<file path="config.mk">
export PLATFORM = sky130hd
export DESIGN_NAME = gray_display_driver
export DESIGN_NICKNAME = d
export VERILOG_FILES = /design/src/rtl/gray_display_driver.sv
export SDC_FILE = /design/constraint.sdc
export NUM_CORES = 1
export LEC_CHECK = 0
export ABC_AREA = 1
export BUFFER_PORTS_ARGS = -buffer_cell sky130_fd_sc_hd__buf_2
export CORE_UTILIZATION = 46
export CTS_BUF_LIST = sky130_fd_sc_hd__clkbuf_8
export DETAILED_ROUTE_END_ITERATION = 6
export PLACE_DENSITY_LB_ADDON = 0.1
export SLEW_MARGIN = 20
export SYNTH_ARGS = -nofsm -noshare
export SYNTH_HDL_FRONTEND = slang
export SYNTH_SLANG_ARGS = --single-unit
export TNS_END_PERCENT = 20
</file>
<file path="constraint.sdc">
create_clock -name clk -period 2.79 [get_ports clk]
set_clock_uncertainty 0.15 [all_clocks]
set_input_delay 0.279 -clock clk [delete_from_list [all_inputs] [get_ports clk]]
set_output_delay 0.279 -clock clk [all_outputs]
set_load 0.01 [all_outputs]
</file>
<file path="src/rtl/gray_display_driver.sv">
// -----------------------------------------------------------------------------
// gray_display_driver
//
// Consumes the Gray-coded output of an N-bit counter. It:
//   * re-registers the Gray word twice (current and previous samples),
//   * converts the current sample to binary and registers it onto bin_out,
//   * pulses step for one cycle whenever the registered Gray value changes,
//   * (optionally) flags any transition that flips more than one Gray bit,
//   * scans bin_out as hexadecimal onto a multiplexed common-anode
//     seven-segment display, one nibble per digit.
//
// Parameters
//   N         Gray/binary width. Multiple of 4, 4..16. DIGITS = N/4.
//   SCAN_MAX  Prescaler terminal count. Each digit is lit for SCAN_MAX+1
//             clk cycles (1 ms at 100 MHz with the default).
//
// Ports
//   clk      in   1  system clock, rising edge
//   rst      in   1  asynchronous, active-low reset
//   gray_in  in   N  Gray code from the counter
//   bin_out  out  N  registered binary equivalent of gray_in
//   step     out  1  one-cycle pulse when the registered Gray value changes
//   err      out  1  sticky multi-bit-transition flag (cleared only by rst)
//   an       out  4  active-low digit enables, an[0] = least-significant nibble
//   seg      out  7  active-low segments {g,f,e,d,c,b,a}
//   dp       out  1  active-low decimal point, lit on digit 0 while err=1
//
// Build option
//   GRAY_CHECK_EN  When defined, the transition checker, err and dp are
//                  active. When undefined, the checker is removed, err is
//                  tied to 0 and dp to 1; everything else is identical.
//
// Latency
//   gray_in -> bin_out / step / err : 2 cycles
//   bin_out -> seg of the lit digit : 1 cycle
//   an and seg switch digits on the same clock edge (no ghosting).
// -----------------------------------------------------------------------------
module gray_display_driver #(
    parameter int N        = 8,
    parameter int SCAN_MAX = 100000 - 1
) (
    input  logic         clk,
    input  logic         rst,
    input  logic [N-1:0] gray_in,
    output logic [N-1:0] bin_out,
    output logic         step,
    output logic         err,
    output logic [3:0]   an,
    output logic [6:0]   seg,
    output logic         dp
);

    // -------------------------------------------------------------------------
    // Derived sizes
    // -------------------------------------------------------------------------
    localparam int DIGITS = N / 4;
    localparam int IW     = (DIGITS > 1) ? $clog2(DIGITS) : 1;
    localparam int PW     = (SCAN_MAX > 0) ? $clog2(SCAN_MAX + 1) : 1;

    localparam logic [PW-1:0] SCAN_TC    = PW'(SCAN_MAX);
    localparam logic [IW-1:0] LAST_DIGIT = IW'(DIGITS - 1);

    // -------------------------------------------------------------------------
    // Helper functions
    // -------------------------------------------------------------------------

    // Active-low one-hot anode pattern for digit d. Positions at DIGITS and
    // above never match, so unused anodes stay dark.
    function automatic logic [3:0] anode_decode(input logic [IW-1:0] d);
        logic [3:0] a;
        a = 4'b1111;
        for (int k = 0; k < DIGITS; k++) begin
            if (IW'(k) == d) begin
                a[k] = 1'b0;
            end
        end
        return a;
    endfunction

    // Nibble of v shown on digit d (digit 0 = bits [3:0]).
    function automatic logic [3:0] nibble_at(input logic [N-1:0] v,
                                             input logic [IW-1:0] d);
        logic [3:0] nib;
        nib = v[3:0];
        for (int k = 0; k < DIGITS; k++) begin
            if (IW'(k) == d) begin
                nib = v[k*4 +: 4];
            end
        end
        return nib;
    endfunction

    // Hex digit to active-low {g,f,e,d,c,b,a}; lower-case b and d keep them
    // distinguishable from 8 and 0.
    function automatic logic [6:0] hex_to_seg(input logic [3:0] h);
        logic [6:0] s;
        unique case (h)
            4'h0: s = 7'b1000000;
            4'h1: s = 7'b1111001;
            4'h2: s = 7'b0100100;
            4'h3: s = 7'b0110000;
            4'h4: s = 7'b0011001;
            4'h5: s = 7'b0010010;
            4'h6: s = 7'b0000010;
            4'h7: s = 7'b1111000;
            4'h8: s = 7'b0000000;
            4'h9: s = 7'b0010000;
            4'hA: s = 7'b0001000;
            4'hB: s = 7'b0000011;
            4'hC: s = 7'b1000110;
            4'hD: s = 7'b0100001;
            4'hE: s = 7'b0000110;
            4'hF: s = 7'b0001110;
            default: s = 7'b1000000;
        endcase
        return s;
    endfunction

    // -------------------------------------------------------------------------
    // Gray capture, conversion and change detect
    // -------------------------------------------------------------------------
    logic [N-1:0] g_q;      // current Gray sample
    logic [N-1:0] g_prev;   // sample from the previous cycle
    logic [N-1:0] bin_n;    // binary equivalent of g_q

    // Each binary bit is the XOR of all Gray bits at or above it; walking
    // from the MSB down reuses the running result.
    // NOTE: every variable written in an always_comb gets a default first,
    // so no path can leave it unassigned and infer a latch.
    always_comb begin
        bin_n      = '0;
        bin_n[N-1] = g_q[N-1];
        for (int i = N - 2; i >= 0; i--) begin
            bin_n[i] = bin_n[i+1] ^ g_q[i];
        end
    end

    // step compares the same pair the checker sees, so it lands in the same
    // cycle bin_out shows the new value.
    // NOTE: flops use non-blocking assignments so every register samples the
    // pre-edge value of the others; g_prev gets the old g_q, not the new one.
    always_ff @(posedge clk or negedge rst) begin
        if (!rst) begin
            g_q     <= '0;
            g_prev  <= '0;
            bin_out <= '0;
            step    <= 1'b0;
        end else begin
            g_q     <= gray_in;
            g_prev  <= g_q;
            bin_out <= bin_n;
            step    <= (g_q != g_prev);
        end
    end

    // -------------------------------------------------------------------------
    // Scan prescaler and digit index
    // -------------------------------------------------------------------------
    logic [PW-1:0] presc;
    logic [IW-1:0] idx;
    logic [IW-1:0] idx_nxt;
    logic          scan_tc;

    assign scan_tc = (presc == SCAN_TC);

    always_comb begin
        idx_nxt = idx;
        if (scan_tc) begin
            idx_nxt = (idx == LAST_DIGIT) ? '0 : idx + 1'b1;
        end
    end

    // an and seg are both registered from idx_nxt so they change on the very
    // edge the index advances; selecting seg from the old index would show
    // the previous digit's pattern for one cycle under the new anode.
    always_ff @(posedge clk or negedge rst) begin
        if (!rst) begin
            presc <= '0;
            idx   <= '0;
            an    <= 4'b1110;
            seg   <= 7'b1000000;
        end else begin
            presc <= scan_tc ? '0 : presc + 1'b1;
            idx   <= idx_nxt;
            an    <= anode_decode(idx_nxt);
            seg   <= hex_to_seg(nibble_at(bin_out, idx_nxt));
        end
    end

    // -------------------------------------------------------------------------
    // Transition checker
    // -------------------------------------------------------------------------
`ifdef GRAY_CHECK_EN
    logic [N-1:0] g_diff;
    logic         multi_bit;

    // x & (x-1) clears the lowest set bit; anything left means two or more
    // bits flipped. Zero or one flipped bit is a legal Gray step.
    assign g_diff    = g_q ^ g_prev;
    assign multi_bit = ((g_diff & (g_diff - 1'b1)) != '0);

    always_ff @(posedge clk or negedge rst) begin
        if (!rst) begin
            err <= 1'b0;
        end else if (multi_bit) begin
            err <= 1'b1;
        end
    end

    // Decoded from registered state so it tracks the lit digit exactly.
    assign dp = ~(err && (idx == '0));
`else
    assign err = 1'b0;
    assign dp  = 1'b1;
`endif

endmodule

</file>
==> impl_metrics.ini <==
[yosys]
ys_types = 33
yosysTopAreaCell = dfrtp_1
syn_inst = 266
synth_area_leaders = dfrtp_1, nand2_1, inv_1
ys_seq_area_frac = 0.505
netlist_area_mm2 = 0.00248
avgSynthCellArea_um2 = 9.34
synth_seq_cells = 50
yosysWarnings = 0
synth_top_area_share = 0.484

[cts]
cts.repair.resized = 0
postCtsSetupRepairBufs = 0
htreeDepth = 2
clockBufferDepth = 2
cts_buffers = 5
cts_tree = yes
root_buffer = clkbuf_8
worst_skew_pair.late_latency_ns = 0.31
clkSlewWorstSetupHoldPaths_ns = 0.10
cts_sinks = 50

[global_routing]
overflow = 0
grt_first_pass_wirelength_um = 6930
antenna_found_initial = 0
grt_max_degree = 35
gr-usage-all-layers = 0.166
grt_pass1_vias = 1580

[finish]
final_cell_mix = nand2_1, dfrtp_1, inv_1, buf_2, nand3_1
nNetsFinal = 323
drive_above_1_share = 0.225
final_common_cell = nand2_1
area_growth_pct = 15.3
antenna_cells = 0
stdcell_area_mm2 = 0.00286

[route]
drt_wl_total_um = 4000
drc_errors = 0
ant_nets = 0
drt-wirelength-per-cell_um = 10.6
first_pass_iters = 4
initialDrtViolationCount = 59
vias = 1760
vias_per_cell = 4.67

[floorplanning]
initial_core_util = 0.483
coreArea_mm2 = 0.00514
die_w_um = 75.5
die_area_mm2 = 0.00570
io_pins = 32
num_rows = 26
dieHeight_um = 75.5

[pwr]
power_density_mw_per_mm2 = 517
vdd_drop_max_mv = 0.355
leakage_nw = 1.49

[hold_path]
hp-class = in -> async

[setup_path]
start_kind = flip-flop
r2r-start = presc[0]
worst_setup_path_end_kind = flip-flop
criticalPathCategory = reg -> reg
crit_start = presc[0]
worstPathRequired_ns = 2.89
crit_arrival_ns = 2.44
worstPathMaxFanout = 8

[sta]
fin_tns_setup_ns = 0
fin_crit_ns = 2.33
timing.fmax_mhz = 429
setup_violations = 0
maxSlewViolCount = 0
hold_viol_final = 0
rsz0062_at_grt = false
timing.final.crit_share = 0.836

[run_status]
status = finished clean

[place]
dp_hpwl_um = 2990
post_dp_cell_area_mm2 = 0.00268
numPortBuffers = 27
place_congestion = 0.809

[job]
maxCapViolations = 0
## worst max-delay path, stage by stage (launching register included)
cell and delay, ns:
dfrtp_1 0.38, ha_1 0.20, nand2_2 0.08, nor2_4 0.11, nand2_4 0.09, nor2_8 0.14, nand3_4 0.13, nand2_8 0.15
nand2_1 0.07, nand2_2 0.10, inv_2 0.07, ha_1 0.28, nand3b_1 0.16, nand2_1 0.07, nand2_1 0.04, nand2_1 0.06
## worst paths after layout
| check | to | slack (ns) | cells after the start |
|---|---|---|---|
| hold reg to reg | g_prev[2] | 0.30 | 0 |
| hold / removal | presc[14] | 0.25 | 2 |
| setup reg to reg | seg[3] | 0.46 | 15 |
| min in group clk | g_prev[2] | 0.30 | 0 |
| setup / recovery | seg[3] | 0.46 | 15 |
| max in group asynchronous | bin_out[0] | 1.50 | 3 |
## power by group
| part | switching [mW] | internal (mW) | total (mW) | leakage, nW |
|---|---|---|---|---|
| clock network | 0.265 | 0.188 | 0.453 | 0.0506 |
| logic | 0.140 | 0.0947 | 0.234 | 0.829 |
| registers | 0.0216 | 0.771 | 0.793 | 0.611 |
| total | 0.426 | 1.05 | 1.48 | 1.49 |
## area by class of cell
cell class	count	area (um2)
sequential	50	1250
clock inverter	3	28.8
tap	70	87.6
clock buffer	5	68.8
multi-input combinational	170	1030
fill	479	2280
timing repair buffer	37	233
inverter	42	158
## layer usage
metal / track usage / routed length [um] / up-vias
li1: - / - / 909
met1: 0.216 / 1860 / 804
met2: 0.270 / 1880 / 40
met3: 0.0410 / 189 / 7
met4: 0.0617 / 68 / 0
met5: 0 / 0 / -
## flip-flops by register name, indices dropped and copies added (netlist names)
| signal | count |
|---|---|
| g_q | 8 |
| seg | 7 |
| g_prev | 7 |
| step | 1 |
| presc | 17 |
| an | 2 |
| bin_out | 8 |
## what timing repair did
action	in CTS	in global routing
hold buffers	9	0
hold endpoints to repair	22	0
setup endpoints to repair	0	0
## cells by family (layout without fill, tap and decap cells)
| kind of cell | Yosys count | in the layout | share of synthesized area |
|---|---|---|---|
| and+or+nand+nor | 132 | 132 | 0.294 |
| DFF | 50 | 50 | 0.505 |
| buffers and inverters | 48 | 87 | 0.0816 |
| AOI/OAI and AO/OA | 15 | 15 | 0.0388 |
| xor gates and xnor gates | 12 | 12 | 0.0423 |
| adders and majority gates | 7 | 7 | 0.0353 |
| other | 2 | 4 | 0.00302 |
## synthesized netlist by cell type (all sizes together)
library cell / number
nand2: 74
nand3b: 2
o221a: 1
dfstp: 2
dfrtp: 48
a21oi: 8
inv: 42
o21ai: 6
nor2: 15
xnor2: 6
nand3: 26
buf: 6
conb: 2
nand4: 5
nor3: 5
nor4: 2
and3: 1
or2: 1
ha: 7
xor2: 6
or4: 1
## per-stage QoR
stage / power (mW) / instances / hold WS [ns] / utilization / setup slack, ns
after floorplan: 0.961 / 268 / -0.167 / - / 0.600
after global placement: 1.04 / 360 / 0.0641 / 0.521 / 0.518
after detailed placement: 1.04 / 360 / 0.0674 / 0.521 / 0.464
after CTS: 1.51 / 377 / 0.255 / 0.557 / 0.439
after global routing: 1.57 / 377 / 0.300 / 0.557 / 0.262
final: 1.48 / 377 / 0.249 / 0.557 / 0.457
Power figures use the tool's default switching activity.
